===== config.mk =====
export PLATFORM = sky130hd
export DESIGN_NAME = encrypt_sequencer
export DESIGN_NICKNAME = d
export VERILOG_FILES = /design/src/rtl/encrypt_sequencer.sv
export SDC_FILE = /design/constraint.sdc
export NUM_CORES = 1
export LEC_CHECK = 0
export CORE_MARGIN = 2
export CORE_UTILIZATION = 45
export CTS_CLUSTER_DIAMETER = 100
export DETAILED_ROUTE_END_ITERATION = 10
export GPL_TIMING_DRIVEN = 0
export HOLD_SLACK_MARGIN = 0.03
export PLACE_DENSITY = 0.67
export SYNTH_ARGS = -nofsm -noshare
export SYNTH_HDL_FRONTEND = slang
export SYNTH_SLANG_ARGS = --single-unit

===== constraint.sdc =====
create_clock -name clk -period 5.87 [get_ports clk]
set_clock_uncertainty 0.05 [all_clocks]
set_input_delay 1.174 -clock clk [delete_from_list [all_inputs] [get_ports clk]]
set_output_delay 1.174 -clock clk [all_outputs]
set_load 0.05 [all_outputs]

===== src/rtl/encrypt_sequencer.sv =====
// Control FSM for the Program 1 encryption datapath: loads pre/taps/seed, then emits 64 LFSR-keyed bytes.
// Optional feature macro: ENCRYPT_PARITY_EN (even parity of the 7-bit ciphertext in bit 7).
module encrypt_sequencer #(
    parameter int unsigned N_CHARS  = 64,
    parameter int unsigned MSG_MAX  = 54,
    parameter int unsigned CFG_BASE = 61,
    parameter int unsigned OUT_BASE = 64
) (
    input  logic       clk,
    input  logic       init,
    input  logic       req,
    output logic       ack,
    output logic       busy,
    output logic [7:0] mem_addr,
    output logic       mem_wr_en,
    output logic [7:0] mem_wdata,
    input  logic [7:0] mem_rdata
);

    typedef enum logic [2:0] {
        IDLE, LD_PRE, LD_TAP, LD_SEED, RD, WR, DONE
    } state_t;

    state_t     state_q, state_d;
    logic [6:0] idx_q, idx_d;
    logic [6:0] lfsr_q, lfsr_d;
    logic [6:0] taps_q, taps_d;
    logic [7:0] pre_q, pre_d;
    logic [6:0] pt_q, pt_d;
    logic       ack_q, ack_d;

    logic [7:0] msg_off;
    logic       pt_zero;
    logic [6:0] ct;
    logic       bit7;
    logic       wr_req;

    // Negative offsets are caught by the idx<pre test, so the 8-bit difference never wraps into range.
    assign msg_off = {1'b0, idx_q} - pre_q;
    assign pt_zero = ({1'b0, idx_q} < pre_q) || (msg_off >= 8'(MSG_MAX));
    assign ct      = pt_q ^ lfsr_q;

`ifdef ENCRYPT_PARITY_EN
    assign bit7 = ^ct;
`else
    assign bit7 = 1'b0;
`endif

    always_comb begin
        // NOTE: every output gets a default first so no path leaves one unassigned (no latches).
        state_d   = state_q;
        idx_d     = idx_q;
        lfsr_d    = lfsr_q;
        taps_d    = taps_q;
        pre_d     = pre_q;
        pt_d      = pt_q;
        ack_d     = ack_q || (state_q == DONE);
        busy      = 1'b0;
        wr_req    = 1'b0;
        mem_addr  = 8'd0;
        mem_wdata = 8'd0;

        unique case (state_q)
            IDLE: begin
                if (!req) state_d = LD_PRE;
            end
            LD_PRE: begin
                busy     = 1'b1;
                mem_addr = 8'(CFG_BASE);
                pre_d    = mem_rdata;
                state_d  = LD_TAP;
            end
            LD_TAP: begin
                busy     = 1'b1;
                mem_addr = 8'(CFG_BASE + 1);
                taps_d   = mem_rdata[6:0];
                state_d  = LD_SEED;
            end
            LD_SEED: begin
                busy     = 1'b1;
                mem_addr = 8'(CFG_BASE + 2);
                lfsr_d   = mem_rdata[6:0];
                idx_d    = 7'd0;
                state_d  = RD;
            end
            RD: begin
                busy     = 1'b1;
                mem_addr = msg_off;
                pt_d     = pt_zero ? 7'd0 : mem_rdata[6:0];
                state_d  = WR;
            end
            WR: begin
                busy      = 1'b1;
                wr_req    = 1'b1;
                mem_addr  = 8'(OUT_BASE) + {1'b0, idx_q};
                mem_wdata = {bit7, ct};
                lfsr_d    = {lfsr_q[5:0], ^(lfsr_q & taps_q)};
                idx_d     = idx_q + 7'd1;
                state_d   = (idx_q == 7'(N_CHARS - 1)) ? DONE : RD;
            end
            DONE: begin
                // Sticky until init; req is ignored here.
            end
            default: state_d = IDLE;
        endcase
    end

    // NOTE: the strobe is gated combinationally so a reset cycle can never commit a write.
    assign mem_wr_en = wr_req && !init;
    assign ack       = ack_q;

    // NOTE: sequential state uses non-blocking assignments only.
    always_ff @(posedge clk) begin
        if (init) begin
            state_q <= IDLE;
            idx_q   <= 7'd0;
            lfsr_q  <= 7'd0;
            taps_q  <= 7'd0;
            pre_q   <= 8'd0;
            pt_q    <= 7'd0;
            ack_q   <= 1'b0;
        end else begin
            state_q <= state_d;
            idx_q   <= idx_d;
            lfsr_q  <= lfsr_d;
            taps_q  <= taps_d;
            pre_q   <= pre_d;
            pt_q    <= pt_d;
            ack_q   <= ack_d;
        end
    end

endmodule


==> flow_summary.json, run 1 <==
{
  "antenna_left": 0,
  "syn_area_per_cell_um2": 7.98,
  "switchingPower_uw": 218,
  "cts_resized": 0,
  "status": "finished, final reports clean",
  "htreeDepth": 2,
  "critical_path_class": "reg2out",
  "fmax_mhz": 227,
  "setup_viol": 0,
  "synthesis.area_mm2": 0.00243,
  "p_int_uw": 487,
  "swShare": 0.309,
  "dieHeight_um": 77.4,
  "ys_seq_elements": 40,
  "yosys.area.top_type_share": 0.330,
  "timing.rr.start": "idx_q[0]",
  "rows": 26,
  "setup-tns-final_ns": 0,
  "hold_path_startpoint": "ack",
  "clock_path_buffers": 2,
  "io_pins": 30,
  "design_power_total_uw": 705,
  "yosysUniqueCellTypes": 59,
  "start_util": 0.469,
  "dieWidth_um": 77.4,
  "routed_wl_um": 6540,
  "yosysSeqAreaShare": 0.330,
  "place_congestion": 0.826,
  "post_cts.repair.setup_buffers": 0,
  "grt_overflow": 0,
  "synth_area_leaders": "dfxtp_1 (33%), nor2_1 (6.3%), nand2_1 (6.0%)",
  "drv_slew": 0,
  "cts_tree": "done",
  "cts_root_buffer": "clkbuf_8",
  "via_per_inst": 5.63,
  "min_path_type": "reg2reg",
  "clock_latency_ns": 0.29,
  "max-slew-margin-rel": 0.630,
  "drt_iter0_markers": 156,
  "worstPathRequired_ns": 4.65,
  "grt_max_degree": 14,
  "synth_edf_count": 0,
  "drive_gt1_frac": 0.0619,
  "ctsHoldBuffers": 0,
  "grt_pass1_vias": 2095,
  "grt_usage": 0.222,
  "ir_worst_vdd_uv": 121,
  "crit_fanout": 6,
  "area_growth_pct": 19.7,
  "cts_num_sinks": 40,
  "yosysWarningCount": 0,
  "synth_nets": 324,
  "ys.flop_type": "dfxtp_1",
  "critPathArrivalTime_ns": 3.18,
  "wire_per_inst_um": 16.0,
  "first_pass_iters": 4,
  "fin_crit_sh": 0.749,
  "tightest_slew_ns": 0.554,
  "cp-startpoint": "idx_q[0]",
  "setup_slack_ns": 1.47,
  "startpoint_type": "register",
  "pwr-share-comb": 0.250,
  "grt_pass1_wl_um": 10500,
  "clkTransAtPathRegs_ns": 0.08,
  "ys_async_sr_fraction": 0,
  "final_hold_viol_count": 0,
  "num_antenna_cells": 0,
  "design.core.area_mm2": 0.00517,
  "drc": 0,
  "synth_cells": 304,
  "power_frac_seq": 0.413,
  "numCtsBuffers": 5,
  "fill_cells": 500,
  "worstSetupEndpointType": "output port",
  "pwr-share-clk": 0.337,
  "pwr_density_cell_mw_per_mm2": 243,
  "die-area_mm2": 0.00600,
  "rsz0062_at_grt": "no",
  "synth_top_area_cell": "dfxtp_1",
  "leakagePower_uw": 0.00101,
  "pre_cts_ws_ns": 1.84,
  "final_nets": 358,
  "dp.final_hpwl_um": 4830,
  "fin_util": 0.562,
  "cap_violations": 0,
  "io_buffers": 27,
  "fin_crit_ns": 4.40,
  "antenna_found_initial": 0,
  "dr_total_vias": 2303
}
==> path summary, 6_finish.rpt <==
path	to	slack (ns)	cells past startpoint
worst max-delay path	mem_addr[6]	1.47	10
worst min-delay path	ack	0.44	2
worst max register to register	pt_q[2]	3.29	9
worst min register to register	ack	0.44	2
==> worst max-delay path, stage by stage, from the launching register on <==
cell             delay [ns]
dfxtp_1                0.37
inv_1                  0.10
ha_1                   0.18
inv_1                  0.06
fa_1                   0.41
a211oi_2               0.34
o21bai_1               0.15
a21oi_1                0.21
nand4b_1               0.12
o211ai_1               0.11
clkdlybuf4s50_1        0.84
==> flip-flops by register name (all words and copies together) (netlist names) <==
signal and count:
pt_q 7, ack 1, pre_q 8, lfsr_q 7, state_q 3, idx_q 7, taps_q 7
==> placed cells by master, fill, tap and decap left out, drive strengths merged, types with 3 or more instances in the layout <==
cell,count
a211oi,3
a21oi,14
a22o,7
a22oi,3
a311oi,11
buf,6
clkbuf,18
clkdlybuf4s50,27
dfxtp,40
ha,8
inv,11
mux2i,9
nand2,39
nand2b,9
nand3,5
nand3b,3
nor2,42
nor2b,4
nor3,4
o21ai,22
xnor2,14
==> cell families (layout without fill, tap and decap cells) <==
logic type | after synthesis | count (layout) | synth area share
buf+inv | 29 | 64 | 0.0490
other cells | 1 | 1 | 0.00154
compound gates | 78 | 78 | 0.234
simple gates | 121 | 121 | 0.237
xor+xnor | 16 | 16 | 0.0577
mux | 10 | 10 | 0.0418
flops | 40 | 40 | 0.330
fa+ha+maj | 9 | 9 | 0.0495
==> power by group through the flow <==
stage          clock network, uW  registers (uW)  logic (uW)
5_1_grt                      256             293         190
4_1_cts                      242             291         175
2_1_floorplan                  0             295         126
3_3_place_gp                   0             297         173
6_report                     238             291         176
3_5_place_dp                   0             297         174
==> layer usage <==
metal | GRT usage | wire, um | vias up
met1 | 0.332 | 3240 | 1099
li1 | - | - | 1141
met2 | 0.325 | 2930 | 55
met4 | 0.0714 | 86 | 0
met5 | 0 | 0 | -
met3 | 0.0314 | 289 | 8
==> per-stage QoR <==
stage | area [um2] | instances | hold slack, ns
after detailed placement | 2790 | 401 | 0.415
after global placement | 2790 | 401 | 0.403
after global routing | 2910 | 409 | 0.466
after CTS | 2910 | 409 | 0.438
final | 2910 | 409 | 0.435
after floorplan | 2430 | 304 | 0.409
==> cell type report <==
cell class | count | area (um2) | area share
clock inverters | 2 | 38.8 | 0.0133
repair buffers | 27 | 270 | 0.0930
clock buffers | 6 | 82.6 | 0.0284
multi-input cells | 235 | 1510 | 0.519
plain buffers | 18 | 77.6 | 0.0267
inverters | 11 | 41.3 | 0.0142
well taps | 70 | 87.6 | 0.0301
flip-flops and latches | 40 | 801 | 0.276
==> Yosys cell counts, types with 3 or more instances <==
cell      instances
buf_2             4
a311oi_1          9
nand2b_1          9
a22o_1            7
clkbuf_1         11
nor2_1           41
inv_1            10
nand3_1           5
nor2b_1           4
a21oi_1          14
mux2i_1           9
o21ai_1          18
xnor2_1          14
o21ai_0           4
a22oi_1           3
ha_1              8
nor3_1            4
nand2_1          39
dfxtp_1          40
nand3b_1          3
Note: power is estimated with default switching activity, not from simulation.
==> run 2: changes to the inputs <==
--- a/config.mk
+++ b/config.mk
@@ -11,7 +11,7 @@
 export DETAILED_ROUTE_END_ITERATION = 10
 export GPL_TIMING_DRIVEN = 0
 export HOLD_SLACK_MARGIN = 0.03
-export PLACE_DENSITY = 0.67
+export PLACE_DENSITY = 0.69
 export SYNTH_ARGS = -nofsm -noshare
 export SYNTH_HDL_FRONTEND = slang
 export SYNTH_SLANG_ARGS = --single-unit
==> constraint.sdc (replaced) <==
create_clock -name clk -period 3.9 [get_ports clk]
set_clock_uncertainty 0.05 [all_clocks]
set_input_delay 0.78 -clock clk [delete_from_list [all_inputs] [get_ports clk]]
set_output_delay 0.78 -clock clk [all_outputs]
set_load 0.05 [all_outputs]
==> run 2 against run 1 <==
- cell area down 0.34%
- worst hold slack better by 0.0033 ns
- setup slack got worse by 1.3 ns
- via count fell by 0.56%
- core utilization decreased by 0.19 points
- register-to-register slack got worse by 2.1 ns
- count of clock-buffer cells in the layout decreased by 1
- combinational power rose by 51%
- critical path type unchanged
- largest cell class unchanged
- largest power group unchanged
- highest routed layer unchanged
==> flow_summary.json, run 2 (synthesized netlist as in run 1, its figures left out) <==
{
  "die-area_mm2": 0.00600,
  "cap_violations": 0,
  "p_int_uw": 712,
  "fill_cells": 511,
  "critPathArrivalTime_ns": 2.90,
  "min_path_type": "reg2reg",
  "grt_usage": 0.226,
  "worstSetupEndpointType": "output port",
  "first_pass_iters": 4,
  "pre_cts_ws_ns": 0.229,
  "cts_tree": "done",
  "largest_register_ff_count": 8,
  "design.core.area_mm2": 0.00517,
  "num_antenna_cells": 0,
  "io_pins": 30,
  "wire_per_inst_um": 16.3,
  "dr_total_vias": 2290,
  "status": "finished, final reports clean",
  "dp.final_hpwl_um": 4910,
  "dieHeight_um": 77.4,
  "setup_viol": 0,
  "tightest_slew_ns": 0.574,
  "cts_root_buffer": "clkbuf_8",
  "crit_slowest_cell": "clkdlybuf4s50_1",
  "clock_path_buffers": 2,
  "setup_slack_ns": 0.171,
  "top_register": "pre_q",
  "max-slew-margin-rel": 0.617,
  "startpoint_type": "register",
  "htreeDepth": 2,
  "antenna_found_initial": 0,
  "grt_pass1_vias": 2079,
  "hold_path_startpoint": "taps_q[4]",
  "grt_max_degree": 14,
  "mostFrequentLayoutCells": "nor2_1 (41), dfxtp_1 (40), nand2_1 (39), clkdlybuf4s50_1 (25), o21ai_1 (18)",
  "rr_worst_depth": 9,
  "switchingPower_uw": 342,
  "fin_crit_ns": 3.73,
  "swShare": 0.324,
  "final_nets": 358,
  "register_area_um2": 801,
  "multi_input_area_mm2": 0.00151,
  "final_hold_viol_count": 0,
  "rows": 26,
  "grt_overflow": 0,
  "path_cells": "clkbuf_1, clkbuf_1, clkbuf_1, nand3b_1, o211ai_1, clkdlybuf4s50_1",
  "clkTransAtPathRegs_ns": 0.09,
  "routed_wl_um": 6660,
  "design_power_total_uw": 1050,
  "pwr-share-clk": 0.332,
  "worstPathRequired_ns": 3.07,
  "antenna_left": 0,
  "rsz0062_at_grt": "no",
  "cpMostUsedCell": "clkbuf_1",
  "crit_fanout": 10,
  "mostFrequentLayoutCell": "nor2_1",
  "slowest_delay_ns": 0.84,
  "pwr_density_cell_mw_per_mm2": 364,
  "rrSetupSlack_ns": 1.21,
  "clock_latency_ns": 0.30,
  "fmax_mhz": 268,
  "power_frac_seq": 0.416,
  "drc": 0,
  "place_congestion": 0.855,
  "whs_path_depth": 2,
  "setup-tns-final_ns": 0,
  "drive_gt1_frac": 0.0649,
  "via_per_inst": 5.60,
  "critical_path_class": "reg2out",
  "ir_worst_vdd_uv": 284,
  "rr_endpoint": "pt_q[2]",
  "ctsHoldBuffers": 0,
  "drt_iter0_markers": 244,
  "numCtsBuffers": 5,
  "drv_slew": 0,
  "start_util": 0.469,
  "leakagePower_uw": 0.00101,
  "min_to": "taps_q[4]",
  "cts_num_sinks": 40,
  "pwr-share-comb": 0.252,
  "fin_crit_sh": 0.956,
  "io_buffers": 27,
  "dieWidth_um": 77.4,
  "post_cts.repair.setup_buffers": 0,
  "area_growth_pct": 19.3,
  "grt_pass1_wl_um": 10600,
  "timing.rr.start": "idx_q[0]"
}
-- run 2: changes by cell type in the layout (fill, tap and decap cells not counted), sizes merged --
cell           previous run  this run
clkbuf                   18        17
clkinvlp                  0         1
dlygate4sd2               0         1
clkdlybuf4s15             0         1
clkdlybuf4s50            27        25
-- run 2: repair_timing --
item,4_1_cts,5_1_grt
setup endpoints to repair,2,5
resized for setup,2,3
pin swaps,0,0
gates cloned,0,0
-- run 2: stage by stage --
step           hold WS (ns)  instances  area (um2)   util
3_5_place_dp          0.424        401        2790  0.538
4_1_cts               0.435        409        2890  0.560
5_1_grt               0.467        409        2900  0.560
3_3_place_gp          0.414        401        2790  0.538
6_report              0.439        409        2900  0.560
2_1_floorplan         0.409        304        2430      -
-- run 2: area by class of cell --
cell class	instances	share of cell area
Multi-Input combinational cell	235	0.521
Tap cell	70	0.0302
Inverter	11	0.0143
Sequential cell	40	0.276
Buffer	18	0.0272
Clock buffer	5	0.0238
Clock inverter	3	0.0147
Timing Repair Buffer	27	0.0929
-- run 2: worst max-delay path, delay by kind of cell (launching register included) --
| kind | cells | cell delay, ns |
|---|---|---|
| AOI/OAI and AO/OA | 1 | 0.13 |
| buffers and inverters | 4 | 2.01 |
| and+or+nand+nor | 1 | 0.14 |
| DFF | 1 | 0.32 |
-- run 2: how the worst max path moves through the flow --
stage,slack [ns],depth (start not counted),end,from
floorplan,0.65,6,mem_addr[7],idx_q[1]
global placement,0.28,10,mem_addr[6],idx_q[0]
detailed placement,0.23,10,mem_addr[6],idx_q[0]
CTS,0.1,6,mem_addr[0],state_q[0]
global route,0.02,10,mem_addr[6],idx_q[0]
finish,0.17,6,mem_addr[3],state_q[0]
-- run 2: layer usage --
metal	track usage	wire length (um)	up-vias
met5	0	0	-
met4	0.0750	115	0
met3	0.0477	381	9
met2	0.342	3000	59
met1	0.321	3160	1080
li1	-	-	1142
-- run 2: power by group through the flow --
| stage | registers [uW] | logic (uW) | clock network [uW] |
|---|---|---|---|
| after CTS | 438 | 264 | 354 |
| after floorplan | 444 | 190 | 0 |
| after global routing | 440 | 286 | 366 |
| after global placement | 447 | 261 | 0 |
| final | 438 | 266 | 350 |
| after detailed placement | 447 | 265 | 0 |
